**config.mk**
```make
export PLATFORM = sky130hd
export DESIGN_NAME = i2c_sensor_responder_flat
export DESIGN_NICKNAME = d
export VERILOG_FILES = /design/src/rtl/i2c_sensor_responder_if.sv /design/src/rtl/i2c_sensor_responder.sv /design/src/flat_wrapper.sv
export SDC_FILE = /design/constraint.sdc
export NUM_CORES = 1
export LEC_CHECK = 0
export CORE_MARGIN = 2
export CORE_UTILIZATION = 53
export CTS_CLUSTER_SIZE = 25
export DETAILED_ROUTE_END_ITERATION = 7
export PLACE_DENSITY = 0.71
export SLEW_MARGIN = 10
export SYNTH_ARGS = -nofsm -noshare
export SYNTH_HDL_FRONTEND = slang
export SYNTH_SLANG_ARGS = --single-unit
```
**constraint.sdc**
```tcl
create_clock -name sysclk -period 3.7 [get_ports sysclk]
set_input_delay 0.555 -clock sysclk [delete_from_list [all_inputs] [get_ports sysclk]]
set_output_delay 0.555 -clock sysclk [all_outputs]
set_load 0.05 [all_outputs]
```
**src/rtl/i2c_sensor_responder_if.sv**
```systemverilog
// Bus and host-side signal bundle for the I2C sensor responder.
// The I2C pad pins, the host load port and the initiator write strobe port are grouped here.
interface i2c_sensor_responder_if;
  logic       scl_in;
  logic       sda_in;
  logic       sda_oe;
  logic       ld_en;
  logic [3:0] ld_addr;
  logic [7:0] ld_data;
  logic       wr_stb;
  logic [3:0] wr_addr;
  logic [7:0] wr_data;
  logic       busy;

  modport slave (
    input  scl_in, sda_in, ld_en, ld_addr, ld_data,
    output sda_oe, wr_stb, wr_addr, wr_data, busy
  );

  modport master (
    output scl_in, sda_in, ld_en, ld_addr, ld_data,
    input  sda_oe, wr_stb, wr_addr, wr_data, busy
  );
endinterface

```
**src/rtl/i2c_sensor_responder.sv**
```systemverilog
// I2C target emulating a 16-byte inertial sensor register file (reg[15] = ID, read-only).
// Optional: define I2C_RESP_GLITCH_FILTER_EN for a 3-sample majority filter on SCL/SDA.
//
// Handshakes: ld_en is a single-cycle strobe with no backpressure; the load is
// always accepted on that edge.  wr_stb is a one-cycle valid with no ready, and
// wr_addr/wr_data hold until the next initiator write.
module i2c_sensor_responder #(
  parameter logic [6:0] DEV_ADDR = 7'h68
) (
  input  logic                  sysclk,
  input  logic                  nsysreset,
  i2c_sensor_responder_if.slave bus,
  output logic [3:0]            dbg_state
);

  typedef enum logic [3:0] {
    S_IDLE, S_ADDR, S_ADDR_ACK, S_PTR, S_PTR_ACK,
    S_WR_DATA, S_WR_ACK, S_RD_DATA, S_RD_ACK
  } state_t;

  logic [1:0] scl_sync, sda_sync;
  logic       scl_f, sda_f, scl_q, sda_q;

  always_ff @(posedge sysclk or negedge nsysreset) begin
    if (!nsysreset) begin
      scl_sync <= 2'b11;
      sda_sync <= 2'b11;
    end else begin
      scl_sync <= {scl_sync[0], bus.scl_in};
      sda_sync <= {sda_sync[0], bus.sda_in};
    end
  end

`ifdef I2C_RESP_GLITCH_FILTER_EN
  logic [2:0] scl_hist, sda_hist;

  function automatic logic maj3(input logic [2:0] v);
    return (v[0] & v[1]) | (v[0] & v[2]) | (v[1] & v[2]);
  endfunction

  always_ff @(posedge sysclk or negedge nsysreset) begin
    if (!nsysreset) begin
      scl_hist <= 3'b111;
      sda_hist <= 3'b111;
      scl_f    <= 1'b1;
      sda_f    <= 1'b1;
    end else begin
      scl_hist <= {scl_hist[1:0], scl_sync[1]};
      sda_hist <= {sda_hist[1:0], sda_sync[1]};
      scl_f    <= maj3(scl_hist);
      sda_f    <= maj3(sda_hist);
    end
  end
`else
  assign scl_f = scl_sync[1];
  assign sda_f = sda_sync[1];
`endif

  always_ff @(posedge sysclk or negedge nsysreset) begin
    if (!nsysreset) begin
      scl_q <= 1'b1;
      sda_q <= 1'b1;
    end else begin
      scl_q <= scl_f;
      sda_q <= sda_f;
    end
  end

  logic scl_rise, scl_fall, start_c, stop_c;
  assign scl_rise = scl_f & ~scl_q;
  assign scl_fall = ~scl_f & scl_q;
  assign start_c  = scl_f & scl_q & sda_q & ~sda_f;
  assign stop_c   = scl_f & scl_q & ~sda_q & sda_f;

  state_t     state, state_d;
  logic       phase, phase_d;   // ACK states: 0 = waiting for end of bit 8, 1 = driving ACK
  logic [2:0] cnt, cnt_d;
  logic [7:0] tx, tx_d;
  logic [6:0] sr;               // last seven received bits; byte_in appends the current one
  logic       ack_q;
  logic [3:0] ptr;
  logic [7:0] regs [0:15];
  logic       sda_oe_d;

  logic [7:0] byte_in, rd_byte;
  logic       last_bit, addr_hit, wr_fire;
  assign byte_in  = {sr, sda_f};
  assign rd_byte  = regs[ptr];
  assign last_bit = scl_rise & (cnt == 3'd7);
  assign addr_hit = (byte_in[7:1] == DEV_ADDR);
  assign wr_fire  = (state == S_WR_DATA) & last_bit;

  // State register
  always_ff @(posedge sysclk or negedge nsysreset) begin
    if (!nsysreset) begin
      state      <= S_IDLE;
      phase      <= 1'b0;
      cnt        <= 3'd0;
      tx         <= 8'h00;
      bus.sda_oe <= 1'b0;
    end else begin
      state      <= state_d;
      phase      <= phase_d;
      cnt        <= cnt_d;
      tx         <= tx_d;
      bus.sda_oe <= sda_oe_d;
    end
  end

  // Next-state logic; START/STOP override everything
  always_comb begin
    state_d = state;
    phase_d = phase;
    cnt_d   = cnt;
    tx_d    = tx;
    if (stop_c) begin
      state_d = S_IDLE;
    end else if (start_c) begin
      state_d = S_ADDR;
      cnt_d   = 3'd0;
    end else begin
      case (state)
        S_ADDR, S_PTR, S_WR_DATA: begin
          if (scl_rise) begin
            cnt_d = cnt + 3'd1;
            if (cnt == 3'd7) begin
              phase_d = 1'b0;
              if (state == S_ADDR)     state_d = addr_hit ? S_ADDR_ACK : S_IDLE;
              else if (state == S_PTR) state_d = S_PTR_ACK;
              else                     state_d = S_WR_ACK;
            end
          end
        end
        S_ADDR_ACK, S_PTR_ACK, S_WR_ACK: begin
          if (scl_fall) begin
            if (!phase) begin
              phase_d = 1'b1;
            end else begin
              cnt_d = 3'd0;
              if (state == S_ADDR_ACK && sr[0]) begin
                state_d = S_RD_DATA;
                tx_d    = rd_byte;
              end else if (state == S_ADDR_ACK) begin
                state_d = S_PTR;
              end else begin
                state_d = S_WR_DATA;
              end
            end
          end
        end
        S_RD_DATA: begin
          if (scl_fall) begin
            if (cnt == 3'd7) begin
              state_d = S_RD_ACK;
            end else begin
              cnt_d = cnt + 3'd1;
              tx_d  = {tx[6:0], 1'b0};
            end
          end
        end
        S_RD_ACK: begin
          if (scl_fall) begin
            if (ack_q) begin
              state_d = S_RD_DATA;
              tx_d    = rd_byte;
              cnt_d   = 3'd0;
            end else begin
              state_d = S_IDLE;
            end
          end
        end
        default: ;
      endcase
    end
  end

  // Output logic: evaluated on next state so SDA moves exactly one cycle after the SCL fall
  always_comb begin
    sda_oe_d = 1'b0;
    case (state_d)
      S_ADDR_ACK, S_PTR_ACK, S_WR_ACK: sda_oe_d = phase_d;
      S_RD_DATA:                       sda_oe_d = ~tx_d[7];
      default:                         sda_oe_d = 1'b0;
    endcase
  end

  // Datapath: shift register, pointer, register file, write strobe, busy flag
  always_ff @(posedge sysclk or negedge nsysreset) begin
    if (!nsysreset) begin
      sr          <= 7'h00;
      ack_q       <= 1'b0;
      ptr         <= 4'd0;
      bus.wr_stb  <= 1'b0;
      bus.wr_addr <= 4'd0;
      bus.wr_data <= 8'h00;
      bus.busy    <= 1'b0;
      for (int i = 0; i < 15; i++) regs[i] <= 8'h00;
      regs[15]    <= {1'b0, DEV_ADDR};
    end else begin
      bus.wr_stb <= wr_fire;
      if (scl_rise && (state == S_ADDR || state == S_PTR || state == S_WR_DATA))
        sr <= byte_in[6:0];
      if (state == S_PTR && last_bit)
        ptr <= byte_in[3:0];
      if (wr_fire) begin
        ptr         <= ptr + 4'd1;
        bus.wr_addr <= ptr;
        bus.wr_data <= byte_in;
        if (ptr != 4'd15) regs[ptr] <= byte_in;
      end
      if (state == S_RD_ACK && scl_rise) begin
        ack_q <= ~sda_f;
        if (!sda_f) ptr <= ptr + 4'd1;
      end
      // Host load is written last so it wins a same-index collision
      if (bus.ld_en && bus.ld_addr != 4'd15)
        regs[bus.ld_addr] <= bus.ld_data;
      if (stop_c)
        bus.busy <= 1'b0;
      else if (state == S_ADDR && last_bit && addr_hit)
        bus.busy <= 1'b1;
    end
  end

  assign dbg_state = state;

endmodule

```
**src/flat_wrapper.sv**
```systemverilog
// flat-port wrapper written by rule: the top's interface ports become plain ports
module i2c_sensor_responder_flat 
#(
  parameter logic [6:0] DEV_ADDR = 7'h68
)
  (sysclk, nsysreset, dbg_state, bus_scl_in, bus_sda_in, bus_ld_en, bus_ld_addr, bus_ld_data, bus_sda_oe, bus_wr_stb, bus_wr_addr, bus_wr_data, bus_busy);
  i2c_sensor_responder_if bus_i ();
  input  logic sysclk;
  input  logic nsysreset;
  output logic [3:0] dbg_state;
  input wire logic [$bits(bus_i.scl_in)-1:0] bus_scl_in;
  input wire logic [$bits(bus_i.sda_in)-1:0] bus_sda_in;
  input wire logic [$bits(bus_i.ld_en)-1:0] bus_ld_en;
  input wire logic [$bits(bus_i.ld_addr)-1:0] bus_ld_addr;
  input wire logic [$bits(bus_i.ld_data)-1:0] bus_ld_data;
  output wire logic [$bits(bus_i.sda_oe)-1:0] bus_sda_oe;
  output wire logic [$bits(bus_i.wr_stb)-1:0] bus_wr_stb;
  output wire logic [$bits(bus_i.wr_addr)-1:0] bus_wr_addr;
  output wire logic [$bits(bus_i.wr_data)-1:0] bus_wr_data;
  output wire logic [$bits(bus_i.busy)-1:0] bus_busy;
  assign bus_i.scl_in = bus_scl_in;
  assign bus_i.sda_in = bus_sda_in;
  assign bus_i.ld_en = bus_ld_en;
  assign bus_i.ld_addr = bus_ld_addr;
  assign bus_i.ld_data = bus_ld_data;
  assign bus_sda_oe = bus_i.sda_oe;
  assign bus_wr_stb = bus_i.wr_stb;
  assign bus_wr_addr = bus_i.wr_addr;
  assign bus_wr_data = bus_i.wr_data;
  assign bus_busy = bus_i.busy;
  i2c_sensor_responder #(.DEV_ADDR(DEV_ADDR)) u_core (.sysclk(sysclk), .nsysreset(nsysreset), .bus(bus_i), .dbg_state(dbg_state));
endmodule
```
==> impl_summary.txt <==
----------------------------------------------------
[Route]
  Overall routed net length ... approximately 26 mm
  Detailed-route vias per instance ... around 6.5
  Wire length per cell after detailed routing ... 23.83 µm
  Residual antenna-violating net count after detailed routing ... 0
  Initial DRC count ... 684
  Total number of vias ... 6997
  Number of iterations in the first detailed-routing pass ... 5
  Post-detailed-route DRC marker count ... 0

[Placed design]
  Weighted congestion reported at the end of routability-driven placement ... 0.9279
  Post-DP HPWL ... about 17 mm
  Number of port buffers ... 35
  Post-DP Area ... roughly 0.01 mm²

[Worst setup path]
  Setup slack, reg-to-reg ... 0.92 ns
  Crit start category ... flip-flop
  Crit Path Class ... reg -> reg
  Worst Path Arrival ... 3.05 ns
  Startpoint of the most critical register-to-register path ... u_core.cnt[0]
  Depth of the worst register-to-register path ... 8
  Setup crit end kind ... flip-flop
  Req. time, crit path ... 3.97 ns
  Max FO, Critical Path ... 30
  R2r endpoint ... u_core.regs[35]

[STA]
  Final Skew ... 0.009652 ns
  Crit path time final ... between 2 and 3 ns
  Total of endpoints with negative setup slack in the final report ... 0
  Final hold violation count ... 0
  Max-slew headroom at the worst pin ... ~29%
  Number of max-slew violations in the final report ... 0
  Max Clock Freq ... 359.1 MHz
  RSZ-0062 raised after global routing ... false
  Portion of the clock cycle consumed by the worst path in the final layout ... 75.26%
  Setup TNS ... 0 ns
  Measured slew at the worst slew-check pin ... 1.070 ns

[Yosys]
  Main synth FF type ... sky130_fd_sc_hd__dfrtp_1
  Mux contribution to synthesized area ... 25.36%
  Count of synthesis-stage warnings from yosys ... 0
  Main combinational cell family by area after synthesis ... multiplexers
  Sequential cell area fraction in the yosys report ... between 40% and 50%
  Number of nets in the synthesized netlist ... 889
  Count of distinct cell types in the synthesized netlist ... 60
  Parity-gate share of the synthesized area counting xor and xnor cells ... 0.09249%
  Basic-gate share of the synthesized area counting and, or, nand and nor cells ... a little under an eighth
  Count of mapped cells out of synthesis ... 866
  Share of flip-flops with an asynchronous set or reset ... 100.0%
  Syn avg cell area ... 10.93 µm²
  Netlist area before placement ... 0.009469 mm²
  Arithmetic-cell share of the synthesized area counting full adders, half adders and majority gates ... less than 1%
  Synthesized flop and latch total ... 177
  Number of enable-type register cells in the synthesized netlist ... 0
  Fraction of the mapped netlist area in compound gates ... 10.77%

[Clocking]
  Clock root buffer ... sky130_fd_sc_hd__clkbuf_16
  Clock tree from TritonCTS ... yes
  Total of cells resized after clock tree synthesis ... 0
  Max H-tree Level ... 4
  Hold_buf cts ... 0
  Clock insertion delay at the later pin of the skew report ... 0.43 ns
  Clock buffer count from CTS ... 17
  Maximum buffer depth of the clock tree ... 2
  Clock tree sinks ... 177
  Clock slew at the register clock pins of the worst setup and hold paths ... roughly 0.07 ns
  Number of buffers inserted to repair setup after CTS ... 0

[Die]
  I/O pins ... 36
  Initial Util ... approximately 55%
  Die outline area ... 0.01895 mm²
  Die boundary height ... around 140 µm
  Number of rows in the core area ... 48
  Horizontal extent of the die ... between 100 and 150 µm
  Core Region ... 0.01736 mm²

[GRT]
  Number of antenna violations at the first check in global routing ... 0
  Maximum number of pins on one net before global-route repair ... 78
  Overall track demand over capacity in global routing ... 29.49%
  First-pass GRT wire length ... 40.70 mm
  Via count of the first global-routing pass ... 6967
  Total global routing overflow ... 0

[Pwr]
  Maximum vdd drop ... 0.0003686 V
  Sequential group share of total power ... 49.1%
  Switching part of the total ... roughly 28%
  PwrDens ... 522.4 mW/mm²
  Clock Power Share ... between 30% and 40%
  Switching pwr ... 1.536 mW
  Part of the total power dissipated in combinational logic ... 14.4%
  Design internal power ... between 3 and 4 mW
  Leakage power of the design ... between 4 and 5 nW

[Final layout]
  Leading cell types in the layout, fill and taps excluded ... sky130_fd_sc_hd__dfrtp_1, sky130_fd_sc_hd__mux2i_1, sky130_fd_sc_hd__nor2_1
  Leading cell type in the layout, fill and taps excluded ... sky130_fd_sc_hd__dfrtp_1
  Total non-filler cell area in the finished layout ... 0.01050 mm²
  Synthesis-to-finish area growth ... 10.84%
  Count of nets after finishing ... around 870
  Fraction of layout instances using a drive strength above 1 ... 11.18%
  Antenna diodes ... 0

[Status]
  Run status ... finished, final reports clean

[Min path]
  Min-delay worst type ... in -> async

[Job]
  Maximum capacitance violations ... 0

----------------------------------------------------
cell families after synthesis:
family,Yosys count
AND/OR/NAND/NOR,226
multiplexers,182
AO/OA/AOI/OAI,178
flip-flops,177
buffers and inverters,95
adder cells (fa/ha/maj),7
XOR/XNOR,1
Yosys cell counts, types with 3 or more instances:
cell                       number  area share (%)
sky130_fd_sc_hd__mux2i_1      124              13
sky130_fd_sc_hd__clkbuf_1      56             2.2
sky130_fd_sc_hd__nor2b_1       16             1.1
sky130_fd_sc_hd__nor2_1        87             3.4
sky130_fd_sc_hd__a31oi_1        6            0.40
sky130_fd_sc_hd__o21ai_0        5            0.26
sky130_fd_sc_hd__nor3_1         4            0.21
sky130_fd_sc_hd__nand4_1        5            0.33
sky130_fd_sc_hd__dfstp_2        9             2.5
sky130_fd_sc_hd__and3_1        15            0.99
sky130_fd_sc_hd__buf_2         21             1.1
sky130_fd_sc_hd__nor4_1         3            0.20
sky130_fd_sc_hd__a21oi_1       82             4.3
sky130_fd_sc_hd__nand3_1        5            0.26
sky130_fd_sc_hd__and3b_1        5            0.46
sky130_fd_sc_hd__mux4_2        21             5.0
sky130_fd_sc_hd__inv_1          7            0.28
sky130_fd_sc_hd__nand2b_1       3            0.20
sky130_fd_sc_hd__buf_1          3            0.12
sky130_fd_sc_hd__nand4b_1       3            0.28
sky130_fd_sc_hd__dfrtp_1      168              44
sky130_fd_sc_hd__a31o_1         3            0.28
sky130_fd_sc_hd__mux2_1         8            0.95
sky130_fd_sc_hd__mux4_1        18             5.0
sky130_fd_sc_hd__nor3b_1        3            0.24
sky130_fd_sc_hd__o22ai_1        5            0.33
sky130_fd_sc_hd__ha_1           6            0.79
sky130_fd_sc_hd__mux2_2        11             1.3
sky130_fd_sc_hd__a221o_1        6            0.63
sky130_fd_sc_hd__o21ai_1       52             2.7
sky130_fd_sc_hd__nand2_1       66             2.6
flip-flops by register name (all words and copies together), names as in the netlist:
register,cells
u_core.ack_q,1
u_core.scl_q,1
u_core.phase,1
u_core.bus.wr_stb,1
u_core.dbg_state,4
u_core.cnt,3
u_core.sda_sync,2
u_core.bus.wr_data,8
u_core.scl_sync,2
u_core.regs,128
u_core.bus.wr_addr,4
u_core.sda_q,1
u_core.bus.sda_oe,1
u_core.bus.busy,1
u_core.ptr,4
u_core.sr,7
u_core.tx,8
worst max path at each step:
stage / slack [ns] / from / endpoint / cells past startpoint
after floorplan: 1.50 / u_core.dbg_state[1] / u_core.bus.sda_oe / 7
final: 0.92 / u_core.cnt[0] / u_core.regs[35] / 8
after detailed placement: 0.93 / bus_ld_addr[1] / u_core.regs[8] / 5
after CTS: 0.92 / u_core.ptr[0] / u_core.tx[2] / 4
after global placement: 1.00 / u_core.ptr[0] / u_core.tx[3] / 4
after global routing: 0.73 / u_core.cnt[0] / u_core.regs[35] / 8
stage by stage:
step           utilization (%)  total power, mW  hold WS, ns  worst slack [ns]  instances
4_1_cts                  60.47            5.486       0.1468            0.9232       1084
6_report                 60.47            5.483       0.1274            0.9153       1084
5_1_grt                  60.47            5.717       0.1567            0.7333       1084
2_1_floorplan                -            3.160       0.2594             1.500        866
3_3_place_gp             56.68            3.437       0.3459             1.002       1052
3_5_place_dp             56.68            3.492       0.3468            0.9325       1052
critical path: stages, from the launching register on:
cell and delay, ns:
sky130_fd_sc_hd__dfrtp_1 0.37, sky130_fd_sc_hd__ha_1 0.15, sky130_fd_sc_hd__ha_1 0.27, sky130_fd_sc_hd__nand3b_1 0.20, sky130_fd_sc_hd__nor4_2 0.19, sky130_fd_sc_hd__buf_4 0.35
sky130_fd_sc_hd__and3_1 0.72, sky130_fd_sc_hd__mux2i_1 0.26, sky130_fd_sc_hd__a21oi_1 0.10
power groups by stage:
stage	Combinational [mW]	Clock [mW]	Sequential [mW]
floorplan	0.731	0	2.43
global placement	0.746	0	2.69
detailed placement	0.791	0	2.70
CTS	0.792	2.02	2.68
global route	0.876	2.11	2.73
finish	0.789	2.00	2.69
cell type report:
| type | count | area, µm² |
|---|---|---|
| clock buffer | 22 | 474.2 |
| clock inverter | 10 | 182.7 |
| fill | 1335 | 6862 |
| inverter | 9 | 33.78 |
| multi-input combinational | 594 | 4614 |
| sequential | 177 | 4442 |
| tap | 225 | 281.5 |
| timing repair buffer | 47 | 466.7 |
layer usage:
| layer | GRT usage [%] | part of all wire (%) | up-vias |
|---|---|---|---|
| li1 | - | - | 3087 |
| met1 | 40.66 | 41 | 3494 |
| met3 | 7.358 | 8.6 | 78 |
| met2 | 44.31 | 46 | 338 |
| met5 | 0 | 0 | - |
| met4 | 13.29 | 3.9 | 0 |
No activity file was read; power rests on OpenSTA's default activity.
